--- src/rtl/gcd_requester.sv ---
// Request-side driver for the gcd start/done engine. It buffers operand pairs in a FIFO,
// runs one engine transaction at a time, and returns each result in request order.
module gcd_requester #(
  parameter int WIDTH   = 8,
  parameter int DEPTH   = 4,
  parameter int TIMEOUT = 1023
) (
  input  logic             clk,
  input  logic             reset,
  input  logic             req_valid,
  output logic             req_ready,
  input  logic [WIDTH-1:0] req_a,
  input  logic [WIDTH-1:0] req_b,
  output logic             eng_start,
  output logic [WIDTH-1:0] eng_a,
  output logic [WIDTH-1:0] eng_b,
  input  logic [WIDTH-1:0] eng_result,
  input  logic             eng_done,
  output logic             rsp_valid,
  input  logic             rsp_ready,
  output logic [WIDTH-1:0] rsp_result,
  output logic [WIDTH-1:0] rsp_a,
  output logic [WIDTH-1:0] rsp_b,
  output logic             rsp_timeout,
  output logic             busy
);

  localparam int PW = (DEPTH > 1) ? $clog2(DEPTH) : 1;
  localparam int CW = $clog2(DEPTH + 1);
  localparam int TW = $clog2(TIMEOUT + 1);

  typedef enum logic [2:0] {
    IDLE      = 3'd0,
    ISSUE     = 3'd1,
    WAIT_LOW  = 3'd2,
    WAIT_HIGH = 3'd3,
    RESPOND   = 3'd4
  } state_t;

  state_t           state_q, state_d;
  logic [WIDTH-1:0] mem_a_q [DEPTH];
  logic [WIDTH-1:0] mem_b_q [DEPTH];
  logic [PW-1:0]    wr_ptr_q, wr_ptr_d, rd_ptr_q, rd_ptr_d;
  logic [CW-1:0]    count_q, count_d;
  logic [WIDTH-1:0] op_a_q, op_a_d, op_b_q, op_b_d;
  logic [WIDTH-1:0] rsp_result_q, rsp_result_d;
  logic             rsp_timeout_q, rsp_timeout_d;
  logic [TW-1:0]    tmo_cnt_q, tmo_cnt_d;
  logic             push, pop, fifo_empty, tmo_hit, head_zero;
  logic [WIDTH-1:0] head_a, head_b;

  // Pops only happen from IDLE and only on registered non-empty, so a push into an
  // empty FIFO is never popped in the same cycle.
  assign fifo_empty = (count_q == '0);
  assign push       = req_valid && req_ready;
  assign pop        = (state_q == IDLE) && !fifo_empty;
  assign head_a     = mem_a_q[rd_ptr_q];
  assign head_b     = mem_b_q[rd_ptr_q];
  assign head_zero  = (head_a == '0) || (head_b == '0);
  assign tmo_hit    = (tmo_cnt_q == TW'(TIMEOUT - 1));

  always_ff @(posedge clk) begin
    if (push) begin
      mem_a_q[wr_ptr_q] <= req_a;
      mem_b_q[wr_ptr_q] <= req_b;
    end
  end

  always_comb begin
    wr_ptr_d = push ? wr_ptr_q + PW'(1) : wr_ptr_q;
    rd_ptr_d = pop  ? rd_ptr_q + PW'(1) : rd_ptr_q;
    count_d  = count_q;
    if (push && !pop)      count_d = count_q + CW'(1);
    else if (pop && !push) count_d = count_q - CW'(1);
  end

  // FSM state register
  always_ff @(posedge clk) begin
    if (reset) state_q <= IDLE;
    else       state_q <= state_d;
  end

  // FSM next state
  always_comb begin
    state_d = state_q;
    case (state_q)
      IDLE:      if (pop) state_d = head_zero ? RESPOND : ISSUE;
      ISSUE:     state_d = WAIT_LOW;
      WAIT_LOW:  if (tmo_hit) state_d = RESPOND;
                 else if (!eng_done) state_d = WAIT_HIGH;
      WAIT_HIGH: if (eng_done || tmo_hit) state_d = RESPOND;
      RESPOND:   if (rsp_ready) state_d = IDLE;
      default:   state_d = IDLE;
    endcase
  end

  // FSM outputs
  always_comb begin
    eng_start = (state_q == ISSUE);
    rsp_valid = (state_q == RESPOND);
    busy      = (state_q != IDLE) || !fifo_empty;
    req_ready = (count_q != CW'(DEPTH));
  end

  // Operand, result and timeout registers; a completion in the last allowed cycle wins
  always_comb begin
    op_a_d        = op_a_q;
    op_b_d        = op_b_q;
    rsp_result_d  = rsp_result_q;
    rsp_timeout_d = rsp_timeout_q;
    tmo_cnt_d     = tmo_cnt_q;
    case (state_q)
      IDLE: if (pop) begin
        op_a_d        = head_a;
        op_b_d        = head_b;
        rsp_timeout_d = 1'b0;
        rsp_result_d  = head_zero ? (head_a | head_b) : '0;
      end
      ISSUE: tmo_cnt_d = '0;
      WAIT_LOW: begin
        tmo_cnt_d = tmo_cnt_q + TW'(1);
        if (tmo_hit) begin
          rsp_timeout_d = 1'b1;
          rsp_result_d  = '0;
        end
      end
      WAIT_HIGH: begin
        tmo_cnt_d = tmo_cnt_q + TW'(1);
        if (eng_done) begin
          rsp_result_d = eng_result;
        end else if (tmo_hit) begin
          rsp_timeout_d = 1'b1;
          rsp_result_d  = '0;
        end
      end
      default: ;
    endcase
  end

  always_ff @(posedge clk) begin
    if (reset) begin
      wr_ptr_q      <= '0;
      rd_ptr_q      <= '0;
      count_q       <= '0;
      op_a_q        <= '0;
      op_b_q        <= '0;
      rsp_result_q  <= '0;
      rsp_timeout_q <= 1'b0;
      tmo_cnt_q     <= '0;
    end else begin
      wr_ptr_q      <= wr_ptr_d;
      rd_ptr_q      <= rd_ptr_d;
      count_q       <= count_d;
      op_a_q        <= op_a_d;
      op_b_q        <= op_b_d;
      rsp_result_q  <= rsp_result_d;
      rsp_timeout_q <= rsp_timeout_d;
      tmo_cnt_q     <= tmo_cnt_d;
    end
  end

  assign eng_a       = op_a_q;
  assign eng_b       = op_b_q;
  assign rsp_a       = op_a_q;
  assign rsp_b       = op_b_q;
  assign rsp_result  = rsp_result_q;
  assign rsp_timeout = rsp_timeout_q;

endmodule

--- config.mk ---
export PLATFORM = sky130hd
export DESIGN_NAME = gcd_requester
export DESIGN_NICKNAME = d
export VERILOG_FILES = /design/src/rtl/gcd_requester.sv
export SDC_FILE = /design/constraint.sdc
export NUM_CORES = 1
export LEC_CHECK = 0
export CELL_PAD_IN_SITES_DETAIL_PLACEMENT = 1
export CELL_PAD_IN_SITES_GLOBAL_PLACEMENT = 2
export CORE_MARGIN = 1
export CORE_UTILIZATION = 39
export DETAILED_ROUTE_END_ITERATION = 12
export HOLD_SLACK_MARGIN = 0.1
export PLACE_DENSITY_LB_ADDON = 0.12
export SLEW_MARGIN = 20
export SYNTH_ARGS = -nofsm -noshare
export SYNTH_HDL_FRONTEND = slang
export SYNTH_SLANG_ARGS = --single-unit
--- constraint.sdc ---
create_clock -name clk -period 6.6 [get_ports clk]
set_input_delay 1.32 -clock clk [delete_from_list [all_inputs] [get_ports clk]]
set_output_delay 1.32 -clock clk [all_outputs]
set_load 0.005 [all_outputs]
==> results of run 1 <==
[tightest hold or removal path: stages, from the launching register on]
cell and delay [ns]:
sky130_fd_sc_hd__dfxtp_1 0.32, sky130_fd_sc_hd__nand2_1 0.06, sky130_fd_sc_hd__a21oi_1 0.06
[per-stage QoR]
stage               power [W]  setup slack (ns)  instance area (µm²)  cells  utilization (%)
floorplan             0.00138              3.78                 4710    371                -
global placement      0.00164              3.28                 5410    554             46.6
detailed placement    0.00165              3.22                 5410    554             46.6
CTS                   0.00224              3.23                 5740    570             49.5
global route          0.00234              2.91                 5740    570             49.5
finish                0.00221              3.24                 5740    570             49.5
[power by group through the flow]
stage / registers (W) / clock network, W / logic, W
floorplan: 0.000904 / 0 / 0.000471
global placement: 0.000952 / 0 / 0.000689
detailed placement: 0.000957 / 0 / 0.000694
CTS: 0.000941 / 0.000602 / 0.000698
global route: 0.000955 / 0.000623 / 0.000758
finish: 0.000936 / 0.000586 / 0.000684
[final timing paths]
path | end | slack (ns) | depth (start not counted)
min | eng_a[0] | 0.48 | 2
min reg2reg | eng_a[0] | 0.48 | 2
max | count_q[2] | 3.24 | 9
max reg2reg | count_q[2] | 3.24 | 9
[layout make-up]
| type | instances | area [µm²] |
|---|---|---|
| repair buffers | 74 | 738 |
| fillers | 1187 | 5870 |
| clock inverters | 7 | 105 |
| clock buffers | 9 | 225 |
| flip-flops and latches | 111 | 2860 |
| well taps | 143 | 179 |
| multi-input cells | 212 | 1580 |
| inverters | 14 | 52.6 |
[cells by family after synthesis]
| logic type | after synthesis | share of synthesized area [%] |
|---|---|---|
| AO/OA/AOI/OAI | 59 | 9.09 |
| XOR/XNOR | 6 | 1.12 |
| adder cells (fa/ha/maj) | 8 | 2.29 |
| buffers and inverters | 48 | 5.63 |
| flip-flops | 111 | 60.8 |
| multiplexers | 18 | 8.88 |
| AND/OR/NAND/NOR | 121 | 12.2 |
[Yosys cell counts (2+ instances only)]
library cell               count  area, µm²
sky130_fd_sc_hd__and3_1        7       43.8
sky130_fd_sc_hd__edfxtp_1     64       1920
sky130_fd_sc_hd__nor2_1       30        113
sky130_fd_sc_hd__dfxtp_1      47        941
sky130_fd_sc_hd__or4_1         3       22.5
sky130_fd_sc_hd__nor3_1        5       25.0
sky130_fd_sc_hd__clkbuf_1     10       37.5
sky130_fd_sc_hd__o221ai_2      8        120
sky130_fd_sc_hd__o21ai_0       7       35.0
sky130_fd_sc_hd__and4_1        4       35.0
sky130_fd_sc_hd__mux4_2        6        135
sky130_fd_sc_hd__ha_1          7       87.6
sky130_fd_sc_hd__nand3_1       4       20.0
sky130_fd_sc_hd__mux4_1       10        263
sky130_fd_sc_hd__nand3b_1      2       15.0
sky130_fd_sc_hd__mux2i_1       2       20.0
sky130_fd_sc_hd__xnor2_1       2       17.5
sky130_fd_sc_hd__a31oi_1       5       31.3
sky130_fd_sc_hd__a311oi_1      3       26.3
sky130_fd_sc_hd__nand2b_1      2       12.5
sky130_fd_sc_hd__nor2b_1       3       18.8
sky130_fd_sc_hd__buf_1         5       18.8
sky130_fd_sc_hd__a21oi_1      28        140
sky130_fd_sc_hd__and2_1        4       25.0
sky130_fd_sc_hd__nand2_1      49        184
sky130_fd_sc_hd__or3_1         2       12.5
sky130_fd_sc_hd__buf_4        16        120
sky130_fd_sc_hd__inv_1        13       48.8
sky130_fd_sc_hd__xor2_1        4       35.0
[per-layer routing]
layer	GRT usage (%)	up-vias
li1	-	1452
met1	22.4	1487
met2	30.0	53
met3	4.08	9
met4	5.68	0
met5	0	-
[sequential cells by signal (all words and copies together) (netlist names), named ones only]
register and count:
mem_a_q 32, mem_b_q 32, tmo_cnt_q 10, eng_a 8, eng_b 8, rsp_result 8
count_q 3, state_q 3, rd_ptr_q 2, wr_ptr_q 2, rsp_timeout 1
[layout by cell type (no fill, tap or decap), drive strengths merged, types with 5 or more instances in the layout]
cell / netlist / routed
a21oi: 28 / 28
ha: 7 / 7
o21ai: 8 / 8
and3: 7 / 7
clkbuf: 10 / 9
inv: 13 / 16
a31oi: 5 / 5
o221ai: 8 / 8
mux4: 16 / 16
nor3: 5 / 5
edfxtp: 64 / 64
nor2: 32 / 32
dfxtp: 47 / 47
clkdlybuf4s50: 0 / 73
nand2: 49 / 49
==> out/metrics.yaml, run 1 <==
critical-path-max-stage-delay_ns: 0.67
route.met3.wl_um: 378
worstHoldStart: "eng_a[0]"
synth_seq_area_share_pct: 60.8
cts_post_setup_buffers_inserted: 0
hold_path.class: "register to register"
worstMarginPinSlew_ns: 1.01
critical_path.top_delay_family: "simple AND/OR/NAND/NOR gates"
clock_power_share_pct: 26.6
grt_start_max_net_pins: 42
cellPowerDensity_nw_per_um2: 384
setup_viol_count_final: 0
timing.rr.start: "state_q[1]"
timing.fmax_mhz: 298
synthesized_instance_count: 371
syn_area_um2: 4710
final_number_of_max_transition_violations: 0
critPathArrivalTime_ns: 3.65
via_density: 5.26
route.detailed.drc: 5
crit_required_ns: 6.89
grt_pass1_wl_um: 16600
dp.final_hpwl_um: 7360
final_antenna_net_count: 0
track_usage_pct: 17.7
critPathLaunchType: "register"
start_util_pct: 40.5
design.die.area_um2: 12500
sequential_power_share_pct: 42.4
htreeDepth: 3
startpoint: "state_q[1]"
routed-wl-met2_um: 5220
vdd_ir_drop_max_mv: 0.204
finalCritPeriodShare_pct: 50.9
cts_repair_resize_count: 0
netSwitchingFraction_pct: 32.8
synth_cell_types: 48
floorplan.rows: 39
design.core.area_um2: 11600
dieWidth_um: 112
cell_by_cell_listing_of_the_critical_path: "nor3_1 -> and2_1 -> clkinv_1 -> ha_1 -> inv_1 -> fa_1 -> xor2_1 -> or3_1 -> a21oi_1"
clk_latency_ns: 0.36
drt_iter0_drc: 122
post_synth_edffs: 64
die_height_um: 112
grt_setup_unrepaired: "false"
hold_viol_final: 0
boundaryPins: 74
power.leakage_nw: 1.94
postSynthNetCount: 408
status: "finished with violations"
gp_congestion: 0.756
timing.critical_path.to_type: "register"
area.growth.synth_to_final_pct: 22.0
drt-total-wl_um: 10400
drtPass1Iterations: 10
num_antenna_cells: 0
synth.ff_latch_count: 111
wl_per_cell_um: 18.2
cts.reportedPaths.clkPinSlew_ns: 0.08
grt-ovfl-total: 0
critical_path.slowest_cell: "sky130_fd_sc_hd__clkinv_1"
setup.worst_path.class: "register to register"
critPathMaxFanout: 20
final_net_count: 459
hold_slack_ns: 0.480
vias: 3001
first_global_vias: 3052
ctsLongestPathBuffers: 2
placement.io_buffers: 73
post_cts_hold_buffer_count: 0
maxCapViolCount: 0
synthesis.yosys.warnings: 0
final_layout_size_suffix_gt1_share_pct: 8.20
cts_num_sinks: 111
proportion_of_register_bits_with_asynchronous_set_or_reset_after_synthesis_pct: 0
grt_antenna_before_repair: 0
post_synth.cell_area_avg_um2: 12.7
combinationalPowerShare_pct: 31.0
power.switching_w: 0.000723
tritoncts: "yes"
layout_min_cycle_time_ns: 3.36
drt-met1-wl_um: 4660
timing.clock.skew_ns: 0.00912
routed.top_layer: "met4"
synthFlopType: "sky130_fd_sc_hd__edfxtp_1"
slew_headroom_pct: 32.9
final.setup.tns_ns: 0
clk_root_buffer_cell: "sky130_fd_sc_hd__clkbuf_16"
intPower_w: 0.00148
critical_path.n_buffers_inverters: 2
failed_checks: "DRC"
tritoncts.num_buffers: 9
No activity file was read; power rests on OpenSTA's default activity.
==> run 2: changes to the inputs <==
--- a/config.mk
+++ b/config.mk
@@ -8,7 +8,7 @@
 export CELL_PAD_IN_SITES_DETAIL_PLACEMENT = 1
 export CELL_PAD_IN_SITES_GLOBAL_PLACEMENT = 2
 export CORE_MARGIN = 1
-export CORE_UTILIZATION = 39
+export CORE_UTILIZATION = 33
 export DETAILED_ROUTE_END_ITERATION = 12
 export HOLD_SLACK_MARGIN = 0.1
 export PLACE_DENSITY_LB_ADDON = 0.12
==> constraint.sdc (replaced) <==
create_clock -name clk -period 2.9 [get_ports clk]
set_input_delay 0.58 -clock clk [delete_from_list [all_inputs] [get_ports clk]]
set_output_delay 0.58 -clock clk [all_outputs]
set_load 0.005 [all_outputs]
==> run 2 against run 1 <==
Net effect:
- the run now ends clean
- clock power grew 120%
- final cell count grew 7.9%
- utilization shrank 7.4 points
- sequential power grew 120%
- combinational power grew 140%
- worst hold slack lost 0.011 ns
- first-iteration DRC count grew 58%
- critical path type unchanged
- critical endpoint is now rsp_result[2]
==> out/metrics.yaml, run 2 (synthesis gave the netlist of run 1 again) <==
power.leakage_nw: 1.98  # +1.9%
cts_post_setup_buffers_inserted: 0  # unchanged
drt-total-wl_um: 10900  # +5.1%
critPathArrivalTime_ns: 2.80  # -0.85 ns
dieWidth_um: 121  # +8.6%
setup.worst_path.class: "register to register"
design.core.area_um2: 13900  # +20%
cts_repair_resize_count: 0  # unchanged
timing.fmax_mhz: 396  # +33%
vias: 3029  # +0.93%
final_common_cell: "sky130_fd_sc_hd__clkdlybuf4s50_1"
via_density: 4.93  # -6.5%
clk_latency_ns: 0.35  # about the same
hold_depth: 2  # unchanged
setup_viol_count_final: 0  # unchanged
status: "complete, no violations"
crit_required_ns: 3.18  # -3.71 ns
boundaryPins: 74  # unchanged
worstMarginPinSlew_ns: 0.609  # -0.396 ns
placement.io_buffers: 73  # unchanged
drt_iter0_drc: 193  # +58%
tritoncts.num_buffers: 9  # unchanged
cellPowerDensity_nw_per_um2: 867  # +130%
grt_antenna_before_repair: 0  # unchanged
dp.final_hpwl_um: 7970  # +8.3%
power.switching_w: 0.00165  # +130%
vdd_ir_drop_max_mv: 0.421  # +110%
area.growth.synth_to_final_pct: 24.0
grt-ovfl-total: 0  # unchanged
crit-reg2reg-capture: "rsp_result[2]"
critPathMaxFanout: 10  # -50%
maxCapViolCount: 0  # unchanged
route.detailed.drc: 0  # -5
clk_root_buffer_cell: "sky130_fd_sc_hd__clkbuf_16"
cts.reportedPaths.clkPinSlew_ns: 0.07  # about the same
hold_viol_final: 0  # unchanged
timing.hold.worst_endpoint: "eng_a[0]"
most-common-layout-cells: "sky130_fd_sc_hd__clkdlybuf4s50_1, sky130_fd_sc_hd__edfxtp_1, sky130_fd_sc_hd__nand2_1"
layout_min_cycle_time_ns: 2.53  # -0.834 ns
pre_cts_ws_ns: 0.207  # -3.02 ns
layout_top_registers: "mem_a_q x32, mem_b_q x32, tmo_cnt_q x10"
final_layout_size_suffix_gt1_share_pct: 9.89  # +1.7 points
tritoncts: "yes"
slack_of_the_worst_reg_to_reg_path_ns: 0.37  # -2.87 ns
cts_num_sinks: 111  # unchanged
reg2regPathDepth: 6  # -3
htreeDepth: 3  # unchanged
timing.critical_path.to_type: "register"
timing.clock.skew_ns: 0.00506  # -0.00405 ns
final.setup.tns_ns: 0  # unchanged
drtPass1Iterations: 4  # -6
intPower_w: 0.00341  # +130%
critPathLaunchType: "register"
num_antenna_cells: 0  # unchanged
netSwitchingFraction_pct: 32.6  # -0.13 points
slew_headroom_pct: 59.3  # +26 points
combinationalPowerShare_pct: 33.0  # +2.0 points
hold_path.class: "register to register"
wl_per_cell_um: 17.7  # -2.6%
post_cts_hold_buffer_count: 0  # unchanged
finalCritPeriodShare_pct: 87.1  # +36 points
final_antenna_net_count: 0  # unchanged
die_height_um: 121  # +8.6%
grt_pass1_wl_um: 17200  # +3.3%
gp_congestion: 0.755  # -0.19%
start_util_pct: 33.9  # -6.6 points
track_usage_pct: 16.0  # -1.7 points
clock_power_share_pct: 25.7  # -0.9 points
sequential_power_share_pct: 41.3  # -1.1 points
floorplan.rows: 43  # +10%
worstHoldStart: "eng_a[0]"
grt_start_max_net_pins: 34  # -19%
first_global_vias: 3140  # +2.9%
ctsLongestPathBuffers: 2  # unchanged
setup_ws_ns: 0.373  # -2.87 ns
final_number_of_max_transition_violations: 0  # unchanged
final_net_count: 467  # +1.7%
grt_setup_unrepaired: "false"
design.die.area_um2: 14700  # +18%
[run 2: critical path, stage by stage, from the launching register on]
cell                       delay [ns]
sky130_fd_sc_hd__dfxtp_1         0.51
sky130_fd_sc_hd__buf_4           0.29
sky130_fd_sc_hd__mux4_1          0.64
sky130_fd_sc_hd__or4_1           0.47
sky130_fd_sc_hd__nor2_2          0.18
sky130_fd_sc_hd__o21ai_4         0.16
sky130_fd_sc_hd__o221ai_2        0.20
[run 2: power groups by stage]
stage,clock network [W],registers (W),logic (W)
finish,0.00130,0.00209,0.00167
global route,0.00139,0.00213,0.00185
CTS,0.00135,0.00210,0.00170
detailed placement,0,0.00214,0.00169
global placement,0,0.00213,0.00169
floorplan,0,0.00206,0.00107
[run 2: how the worst max path moves through the flow]
| stage | end | slack (ns) | depth (start not counted) |
|---|---|---|---|
| 3_3_place_gp | count_q[2] | 0.31 | 8 |
| 5_1_grt | state_q[2] | 0.19 | 6 |
| 2_1_floorplan | count_q[2] | 0.37 | 10 |
| 6_report | rsp_result[2] | 0.37 | 6 |
| 3_5_place_dp | count_q[2] | 0.21 | 8 |
| 4_1_cts | rsp_result[2] | 0.33 | 6 |
[run 2: cell type report]
| cell class | count | area, µm² |
|---|---|---|
| Inverter | 14 | 52.6 |
| Clock buffer | 9 | 225 |
| Tap cell | 180 | 225 |
| Multi-Input combinational cell | 212 | 1580 |
| Timing Repair Buffer | 82 | 798 |
| Clock inverter | 7 | 92.6 |
| Sequential cell | 111 | 2860 |
| Fill cell | 1471 | 8040 |
[run 2: routing by layer]
metal | global-route usage, % | vias up | wire [µm]
met1 | 19.7 | 1500 | 4800
met4 | 3.70 | 0 | 79
met3 | 4.51 | 6 | 394
li1 | - | 1462 | -
met2 | 27.5 | 61 | 5630
met5 | 0 | - | 0
[run 2: through the flow]
stage | instance area [µm²] | cells | utilization [%] | hold slack [ns] | total power [W]
2_1_floorplan | 4710 | 371 | - | 0.441 | 0.00313
3_3_place_gp | 5520 | 599 | 39.8 | 0.460 | 0.00382
3_5_place_dp | 5520 | 599 | 39.8 | 0.467 | 0.00383
4_1_cts | 5840 | 615 | 42.0 | 0.477 | 0.00516
5_1_grt | 5840 | 615 | 42.0 | 0.505 | 0.00538
6_report | 5840 | 615 | 42.0 | 0.470 | 0.00506
==> run 3: changes to the inputs <==
--- a/config.mk
+++ b/config.mk
@@ -16,3 +16,4 @@
 export SYNTH_ARGS = -nofsm -noshare
 export SYNTH_HDL_FRONTEND = slang
 export SYNTH_SLANG_ARGS = --single-unit
+export TNS_END_PERCENT = 50
==> results of run 3 <==
No change in the layout: final DEF, timing and power equal those of run 2.
